<file path="src/rtl/apu_oam_dma.sv">
// Sprite/OAM DMA bus master: a CPU write of a page number to DMA_REG copies COUNT
// bytes from {page, index} to the PPU OAM data port at DEST, one read and one write per byte.
module apu_oam_dma #(
    parameter logic [15:0] DMA_REG = 16'h4014,
    parameter logic [15:0] DEST    = 16'h2004,
    parameter int unsigned COUNT   = 256
) (
    input  logic        clk,
    input  logic        n_reset,
    input  logic [15:0] bus_addr,
    input  logic        bus_we,
    input  logic [7:0]  bus_data,
    input  logic        get_cycle,
    input  logic        gnt,
    output logic        req,
    output logic        m_oe,
    output logic [15:0] m_addr,
    output logic [7:0]  m_data,
    output logic        m_we,
    output logic        busy
);

    localparam logic [7:0] LAST_INDEX = 8'(COUNT - 1);

    typedef enum logic [2:0] {
        S_IDLE,
        S_REQ,
        S_ALIGN,
        S_READ,
        S_WRITE,
        S_DONE
    } state_t;

    state_t      state_q, state_d;
    logic [7:0]  page_q, page_d;
    logic [7:0]  index_q, index_d;
    logic [7:0]  buf_q, buf_d;
    logic        req_q, req_d;
    logic        oe_q, oe_d;
    logic        we_q, we_d;
    logic        busy_q, busy_d;
    logic [15:0] addr_q, addr_d;
    logic [7:0]  data_q, data_d;
    logic        trigger;

    assign trigger = bus_we && (bus_addr == DMA_REG) && !m_oe;

    // NOTE: every signal gets a default before the case so no path leaves it
    // unassigned; otherwise synthesis infers a latch.
    always_comb begin
        state_d = state_q;
        page_d  = page_q;
        index_d = index_q;
        buf_d   = buf_q;

        unique case (state_q)
            S_IDLE: begin
                if (trigger) begin
                    state_d = S_REQ;
                    page_d  = bus_data;
                    index_d = '0;
                end
            end
            S_REQ: begin
                if (gnt) state_d = get_cycle ? S_READ : S_ALIGN;
            end
            S_ALIGN: begin
                if (gnt && get_cycle) state_d = S_READ;
            end
            S_READ: begin
                // A read that loses the grant never latches; it is simply repeated.
                if (gnt) begin
                    buf_d   = bus_data;
                    state_d = S_WRITE;
                end
            end
            S_WRITE: begin
                if (gnt) begin
                    if (index_q == LAST_INDEX) begin
                        state_d = S_DONE;
                    end else begin
                        index_d = index_q + 8'd1;
                        state_d = S_READ;
                    end
                end
            end
            S_DONE: begin
                state_d = S_IDLE;
                index_d = '0;
            end
            default: state_d = S_IDLE;
        endcase

        // Outputs are registered, so they are decoded from the state being entered.
        req_d  = state_d inside {S_REQ, S_ALIGN, S_READ, S_WRITE};
        oe_d   = state_d inside {S_ALIGN, S_READ, S_WRITE};
        we_d   = (state_d == S_WRITE);
        busy_d = (state_d != S_IDLE);
        addr_d = '0;
        data_d = '0;
        case (state_d)
            S_ALIGN, S_WRITE: addr_d = DEST;
            S_READ:           addr_d = {page_d, index_d};
            default:          addr_d = '0;
        endcase
        if (state_d == S_WRITE) data_d = buf_d;
    end

    // NOTE: sequential state uses non-blocking assignments so every flop samples
    // the pre-edge values regardless of statement order.
    always_ff @(posedge clk) begin
        if (!n_reset) begin
            state_q <= S_IDLE;
            page_q  <= '0;
            index_q <= '0;
            buf_q   <= '0;
            req_q   <= 1'b0;
            oe_q    <= 1'b0;
            we_q    <= 1'b0;
            busy_q  <= 1'b0;
            addr_q  <= '0;
            data_q  <= '0;
        end else begin
            state_q <= state_d;
            page_q  <= page_d;
            index_q <= index_d;
            buf_q   <= buf_d;
            req_q   <= req_d;
            oe_q    <= oe_d;
            we_q    <= we_d;
            busy_q  <= busy_d;
            addr_q  <= addr_d;
            data_q  <= data_d;
        end
    end

    // Bus drivers release in the same cycle the arbiter withdraws the grant.
    assign req    = req_q;
    assign busy   = busy_q;
    assign m_oe   = oe_q & gnt;
    assign m_we   = we_q & gnt;
    assign m_addr = addr_q;
    assign m_data = m_we ? data_q : 8'h00;

endmodule
</file>
<file path="config.mk">
export PLATFORM = sky130hd
export DESIGN_NAME = apu_oam_dma
export DESIGN_NICKNAME = d
export VERILOG_FILES = /design/src/rtl/apu_oam_dma.sv
export SDC_FILE = /design/constraint.sdc
export NUM_CORES = 1
export LEC_CHECK = 0
export ABC_AREA = 1
export ABC_CLOCK_PERIOD_IN_PS = 2750
export CORE_MARGIN = 8
export CORE_UTILIZATION = 45
export CTS_CLUSTER_SIZE = 24
export DETAILED_ROUTE_END_ITERATION = 8
export GPL_TIMING_DRIVEN = 0
export PLACE_DENSITY = 0.74
export SYNTH_ARGS = -nofsm -noshare
export SYNTH_HDL_FRONTEND = slang
export SYNTH_SLANG_ARGS = --single-unit
</file>
<file path="constraint.sdc">
create_clock -name clk -period 2.75 [get_ports clk]
set_input_delay 0.4125 -clock clk [delete_from_list [all_inputs] [get_ports clk]]
set_output_delay 0.4125 -clock clk [all_outputs]
set_load 0.05 [all_outputs]
</file>
==> results of run 1 <==
[area by class of cell]
type                       instances  area [sq um]  area share (%)
inverter                          50           188            5.91
sequential                        55          1100            34.6
tap                               72          90.1            2.83
buffer                             8          71.3            2.24
timing repair buffer              55           510            16.1
clock buffer                       5          68.8            2.17
clock inverter                     3          50.0            1.57
multi-input combinational        204          1100            34.6
[cell usage in the layout (no fill, tap or decap), types with 4 or more instances in the layout]
| master | n |
|---|---|
| nor2_1 | 45 |
| mux2i_1 | 8 |
| nand2_1 | 64 |
| o21ai_0 | 14 |
| a21oi_1 | 14 |
| nor3b_2 | 4 |
| clkbuf_8 | 6 |
| dfxtp_1 | 55 |
| nand3_1 | 16 |
| clkdlybuf4s50_1 | 46 |
| nand4_1 | 5 |
| clkbuf_2 | 8 |
| inv_1 | 47 |
| nand2_4 | 5 |
[worst max-delay path, cell delays in order]
cell             delay, ps
clkdlybuf4s50_1        590
buf_2                  300
nand2_1                270
inv_1                  110
clkdlybuf4s15_1        500
[stage by stage]
step,hold WS (ps),power (mW)
6_report,368,1.43
5_1_grt,371,1.49
4_1_cts,359,1.45
3_5_place_dp,445,0.889
3_3_place_gp,439,0.888
2_1_floorplan,432,0.841
[routing by layer]
metal	vias to the layer above	part of all wire, %	track usage (%)
met2	39	53	25.9
met4	0	0.055	4.44
met5	-	0	0
li1	1115	-	-
met1	970	43	15.6
met3	2	3.8	3.33
[registers in the layout, indices dropped and copies added (netlist names)]
register	count
buf_q	8
busy	1
data_q	8
index_q	8
m_addr	16
oe_q	1
page_q	8
req	1
state_q	3
we_q	1
[worst min path at each step]
stage / slack [ps] / from / endpoint
finish: 370 / n_reset / index_q[6]
global route: 370 / n_reset / index_q[6]
CTS: 360 / n_reset / page_q[5]
detailed placement: 450 / page_q[7] / page_q[7]
global placement: 440 / page_q[3] / page_q[3]
floorplan: 430 / page_q[0] / page_q[0]
[where the power goes]
part	internal (mW)	total, mW	switching, mW
Sequential	0.796	0.796	0.00000133
Combinational	0.0441	0.0750	0.0310
Clock	0.281	0.559	0.278
Total	1.12	1.43	0.309
[kinds of logic (layout without fill, tap and decap cells)]
| family | after synthesis | after routing | synth area share [%] |
|---|---|---|---|
| AOI/OAI and AO/OA | 34 | 34 | 7.33 |
| xor gates and xnor gates | 2 | 2 | 0.713 |
| adders and majority gates | 1 | 1 | 0.509 |
| buffers and inverters | 58 | 121 | 10.5 |
| DFF | 55 | 55 | 44.8 |
| muxes | 8 | 8 | 3.26 |
| and+or+nand+nor | 159 | 159 | 32.9 |
[what timing repair did]
action                     CTS  global route
resized for setup            9            17
setup endpoints to repair    9             9
hold buffers                 0             0
pin swaps                    0             0
==> results.sh, run 1 <==
export IMPL_start_util_pct=45.5
export IMPL_setup_tns_ps=0
export IMPL_die_x_microns=89.9
export IMPL_cp_start_kind="input port"
export IMPL_yosysMostFrequentCell="nand2_1"
export IMPL_vias_per_cell=4.70
export IMPL_ys_seq_elements=55
export IMPL_clkTransAtPathRegs_ps=100
export IMPL_finalWorstSetupSlack_ps=152
export IMPL_clock_sinks=55
export IMPL_dieArea_sq_um=8080
export IMPL_synthTopCellsByArea="dfxtp_1, nand2_1, inv_1, nor2_1, mux2i_1"
export IMPL_synth_top_area_share_pct=44.8
export IMPL_worst_pin_slew_ps=510
export IMPL_yosys_area_top_type="dfxtp_1"
export IMPL_path_class="input port to primary output"
export IMPL_syn_area_per_cell_sq_um=7.76
export IMPL_yosysSeqAreaShare_pct=44.8
export IMPL_cts_root_buf="clkbuf_8"
export IMPL_synth_cell_type_count=35
export IMPL_finalCritPeriodShare_pct=94.5
export IMPL_p_per_area_nw_per_um2=450
export IMPL_endpoint_kind="primary output"
export IMPL_routed_wl_mm=5.49
export IMPL_drive_gt1_share_pct=12.4
export IMPL_clkLatencyLatePin_ps=320
export IMPL_min_delay_path_depth=3
export IMPL_drt_iter0_drc=77
export IMPL_portBuffers=55
export IMPL_crit_path_max_fanout=10
export IMPL_min_period_ps=2600
export IMPL_dpl_cell_count=444
export IMPL_clock_fmax_mhz=385
export IMPL_cts_tree="done"
export IMPL_place_hpwl_mm=4.22
export IMPL_fin_nets=409
export IMPL_crit_start="gnt"
export IMPL_grt_pass1_vias=2149
export IMPL_arrival_ps=2190
export IMPL_reg2reg_from="index_q[0]"
export IMPL_post_cts_buffers=0
export IMPL_netlist_area_sq_um=2460
export IMPL_grt_antenna_before_repair=0
export IMPL_dpl_worst_slack_ps=-224
export IMPL_routed_via_count=2126
export IMPL_yosysWarnings=0
export IMPL_n_antenna_cell=0
export IMPL_drt_pre_antenna_iters=6
export IMPL_vdd_drop_max_v=0.000308
export IMPL_overflow=0
export IMPL_htree_levels=2
export IMPL_final_antenna_net_count=0
export IMPL_cts_buffer_depth=2
export IMPL_status="completed"
export IMPL_finClkSkew_ps=12.5
export IMPL_routedWlPerCell_microns=12.1
export IMPL_fillers=498
export IMPL_syn_nets=347
export IMPL_crit_end="m_we"
export IMPL_final_cell_area_sq_um=3180
export IMPL_power_leakage_nw=1.49
export IMPL_ys_async_sr_fraction_pct=0
export IMPL_grt_start_max_net_pins=20
export IMPL_worst_r2r_cell_count=10
export IMPL_setup_viol=0
export IMPL_chipHeight_microns=89.9
export IMPL_r2r_end="m_addr[2]"
export IMPL_grt_usage_pct=14.1
export IMPL_final_hold_viol_count=0
export IMPL_grt_pass1_wl_mm=9.67
export IMPL_rows=27
export IMPL_cts_buffers=5
export IMPL_final_util_pct=58.8
export IMPL_postPlaceCellArea_sq_um=3100
export IMPL_slew_limit_headroom_pct=65.9
export IMPL_synth_edf_count=0
export IMPL_routabilityCongestion=0.824
export IMPL_drv_slew=0
export IMPL_coreArea_sq_um=5410
export IMPL_ys_top_cells_by_count="nand2_1, dfxtp_1, inv_1, nor2_1, nand3_1"
export IMPL_drcViolationCount=0
export IMPL_ioPinCount=57
export IMPL_synth_cells=317
export IMPL_worstPathRequired_ps=2340
export IMPL_hold_class="input port to flop"
export IMPL_synth_main_ff_cell="dfxtp_1"
export IMPL_instances_no_fill=452
export IMPL_ff2ff_setup_slack_ps=940
export IMPL_maxCapViolCount=0
export IMPL_rsz0062_at_grt="false"
export IMPL_syn_to_final_growth_pct=29.3
Note: power is estimated with default switching activity, not from simulation.
==> inputs of run 2 (changes only) <==
--- a/config.mk
+++ b/config.mk
@@ -5,14 +5,13 @@
 export SDC_FILE = /design/constraint.sdc
 export NUM_CORES = 1
 export LEC_CHECK = 0
-export ABC_AREA = 1
 export ABC_CLOCK_PERIOD_IN_PS = 2750
 export CORE_MARGIN = 8
 export CORE_UTILIZATION = 45
 export CTS_CLUSTER_SIZE = 24
 export DETAILED_ROUTE_END_ITERATION = 8
 export GPL_TIMING_DRIVEN = 0
-export PLACE_DENSITY = 0.74
+export PLACE_DENSITY = 0.75
 export SYNTH_ARGS = -nofsm -noshare
 export SYNTH_HDL_FRONTEND = slang
 export SYNTH_SLANG_ARGS = --single-unit
==> run 2 against run 1 <==
  * Via count decreased by 13%
  * Die area decreased by 5.9%
  * Hold slack improved by 100 ps
  * Non-clock buffer count rose by 5
  * Worst setup slack improved by 150 ps
  * Clock skew decreased by 4.7 ps
  * Clock-buffer cell count rose by 2
  * Power decreased by 9.4%
  * Maximum frequency up 6.0%
  * Utilization rose by 0.44 points
  * Sequential share of layout area is 2.5 points higher
  * Largest cell class unchanged
  * Highest routed layer unchanged
==> results.sh, run 2 <==
export IMPL_grt_start_max_net_pins=16
export IMPL_clock_sinks=55
export IMPL_cts_root_buf="clkbuf_8"
export IMPL_rsz0062_at_grt="false"
export IMPL_final_common_cell="dfxtp_1"
export IMPL_drt_iter0_drc=100
export IMPL_rows=26
export IMPL_portBuffers=56
export IMPL_ctsResizeCount=9
export IMPL_endpoint_kind="primary output"
export IMPL_p_total_mw=1.30
export IMPL_drcViolationCount=0
export IMPL_yosysWarnings=0
export IMPL_dpl_worst_slack_ps=-232
export IMPL_routedWlPerCell_microns=15.3
export IMPL_vdd_drop_max_v=0.000319
export IMPL_yosys_area_top_type="dfxtp_1"
export IMPL_netlist_area_sq_um=2280
export IMPL_synthAdderAreaFrac_pct=0.548
export IMPL_ioPinCount=57
export IMPL_grt_pass1_vias=1881
export IMPL_ys_top_cells_by_count="dfxtp_1, nor2b_1, nor2_1, mux2i_1, and3_1"
export IMPL_dpl_cell_count=357
export IMPL_syn_area_per_cell_sq_um=9.89
export IMPL_instances_no_fill=365
export IMPL_finalWorstSetupSlack_ps=299
export IMPL_drt_pre_antenna_iters=4
export IMPL_clkLatencyLatePin_ps=310
export IMPL_post_cts_buffers=0
export IMPL_dieArea_sq_um=7610
export IMPL_yosysMostFrequentCell="dfxtp_1"
export IMPL_final_antenna_net_count=0
export IMPL_grt_usage_pct=15.6
export IMPL_synth_edf_count=0
export IMPL_final_util_pct=59.2
export IMPL_grt_pass1_wl_mm=9.19
export IMPL_routed_via_count=1858
export IMPL_cts_buffers=5
export IMPL_routed_wl_mm=5.57
export IMPL_synth_top_family_by_area="simple AND/OR/NAND/NOR gates"
export IMPL_synth_xor_area_share_pct=0
export IMPL_clock_fmax_mhz=408
export IMPL_arrival_ps=2040
export IMPL_setup_viol=0
export IMPL_path_class="input port to primary output"
export IMPL_n_antenna_cell=0
export IMPL_status="completed"
export IMPL_vias_per_cell=5.09
export IMPL_synth_main_ff_cell="dfxtp_1"
export IMPL_maxCapViolCount=0
export IMPL_cts_buffer_depth=2
export IMPL_synth_top_area_share_pct=48.2
export IMPL_synthTopCellsByArea="dfxtp_1, mux2i_1, nor2b_1, and3_1, nor3b_1"
export IMPL_cp_cell_sequence="clkdlybuf4s50_1 > buf_2 > clkbuf_1 > and3_1 > clkbuf_2"
export IMPL_worstPathRequired_ps=2340
export IMPL_slew_limit_headroom_pct=53.7
export IMPL_largest_reg_flops=16
export IMPL_coreArea_sq_um=5010
export IMPL_p_per_area_nw_per_um2=437
export IMPL_finClkSkew_ps=7.84
export IMPL_start_util_pct=45.6
export IMPL_synth_compound_area_share_pct=12.9
export IMPL_max_stage_delay_ps=570
export IMPL_synth_area_mux_share_pct=7.01
export IMPL_cp_slowest_cell="clkdlybuf4s50_1"
export IMPL_place_hpwl_mm=4.15
export IMPL_min_period_ps=2450
export IMPL_synth_simple_area_share_pct=27.3
export IMPL_cts_tree="done"
export IMPL_yosysSeqAreaShare_pct=48.2
export IMPL_cts_hold_buf=0
export IMPL_cp_num_buf_inv=4
export IMPL_hold_class="flop to flop"
export IMPL_drive_gt1_share_pct=11.2
export IMPL_final_cell_mix="dfxtp_1, clkdlybuf4s50_1, nor2b_1, nor2_1, mux2i_1"
export IMPL_routabilityCongestion=0.853
export IMPL_critPathTopFamily="buffers and inverters"
export IMPL_power_leakage_nw=1.15
export IMPL_final_hold_viol_count=0
export IMPL_grt_antenna_before_repair=0
export IMPL_syn_nets=261
export IMPL_synth_cells=231
export IMPL_ys_async_sr_fraction_pct=0
export IMPL_cp_start_kind="input port"
export IMPL_synth_cell_type_count=45
export IMPL_overflow=0
export IMPL_finalCritPeriodShare_pct=89.1
export IMPL_chipHeight_microns=87.2
export IMPL_syn_to_final_growth_pct=30.0
export IMPL_clkTransAtPathRegs_ps=90
export IMPL_htree_levels=2
export IMPL_crit_path_max_fanout=10
export IMPL_worst_pin_slew_ps=692
export IMPL_ys_seq_elements=55
export IMPL_drv_slew=0
export IMPL_die_x_microns=87.2
export IMPL_fin_nets=324
run 2: cell types whose count changed after synthesis, moves of 8 or more:
| cell | delta |
|---|---|
| and3_1 | +12 |
| inv_1 | -41 |
| mux2i_1 | +8 |
| nand2_1 | -56 |
| nand3_1 | -11 |
| nor2_1 | -26 |
| nor2b_1 | +22 |
run 2: logic make-up after synthesis:
logic type | after synthesis
AND/OR/NAND/NOR | 101
flip-flops | 55
AO/OA/AOI/OAI | 40
buffers and inverters | 18
multiplexers | 16
adder cells (fa/ha/maj) | 1
run 2: final timing paths:
path,endpoint,cells past startpoint,startpoint,slack (ps)
worst max-delay path,m_data[0],5,gnt,300
worst min-delay path,m_addr[13],2,page_q[5],470
worst max register to register,m_addr[6],6,index_q[0],810
worst min register to register,m_addr[13],2,page_q[5],470
run 2: per-stage QoR:
stage	TNS (ps)	instance area, sq um	hold WS (ps)
floorplan	0	2280	422
global placement	-1970	2930	457
detailed placement	-1970	2930	464
CTS	0	3000	476
global route	0	2970	491
finish	0	2970	469
run 2: cell type report:
cell class	instances	area [sq um]
timing repair buffer	56	515
clock inverter	1	5.00
buffer	12	68.8
tap	70	87.6
fill	492	2040
inverter	6	22.5
multi-input combinational	158	1090
clock buffer	7	76.3
sequential	55	1100
run 2: per-layer routing:
metal,part of all wire [%],GRT usage [%],up-vias
li1,-,-,940
met1,41,16.9,857
met2,49,27.0,53
met3,8.5,6.13,8
met4,1.5,5.16,0
met5,0,0,-
run 2: report_power, final:
part	switching [mW]	total [mW]	leakage [nW]	internal [mW]
combinational	0.0233	0.0698	0.665	0.0465
clock	0.251	0.430	0.0422	0.179
sequential	0.000000549	0.796	0.443	0.796
run 2: worst min-delay path: stages (launching register included):
cell	delay [ps]
dfxtp_1	320
inv_1	50
o2bb2ai_1	60
==> inputs of run 3 (changes only) <==
--- a/config.mk
+++ b/config.mk
@@ -12,6 +12,7 @@
 export DETAILED_ROUTE_END_ITERATION = 8
 export GPL_TIMING_DRIVEN = 0
 export PLACE_DENSITY = 0.75
+export SLEW_MARGIN = 20
 export SYNTH_ARGS = -nofsm -noshare
 export SYNTH_HDL_FRONTEND = slang
 export SYNTH_SLANG_ARGS = --single-unit
==> results of run 3 <==
The final DEF is identical to that of run 2; final timing and power are the same.
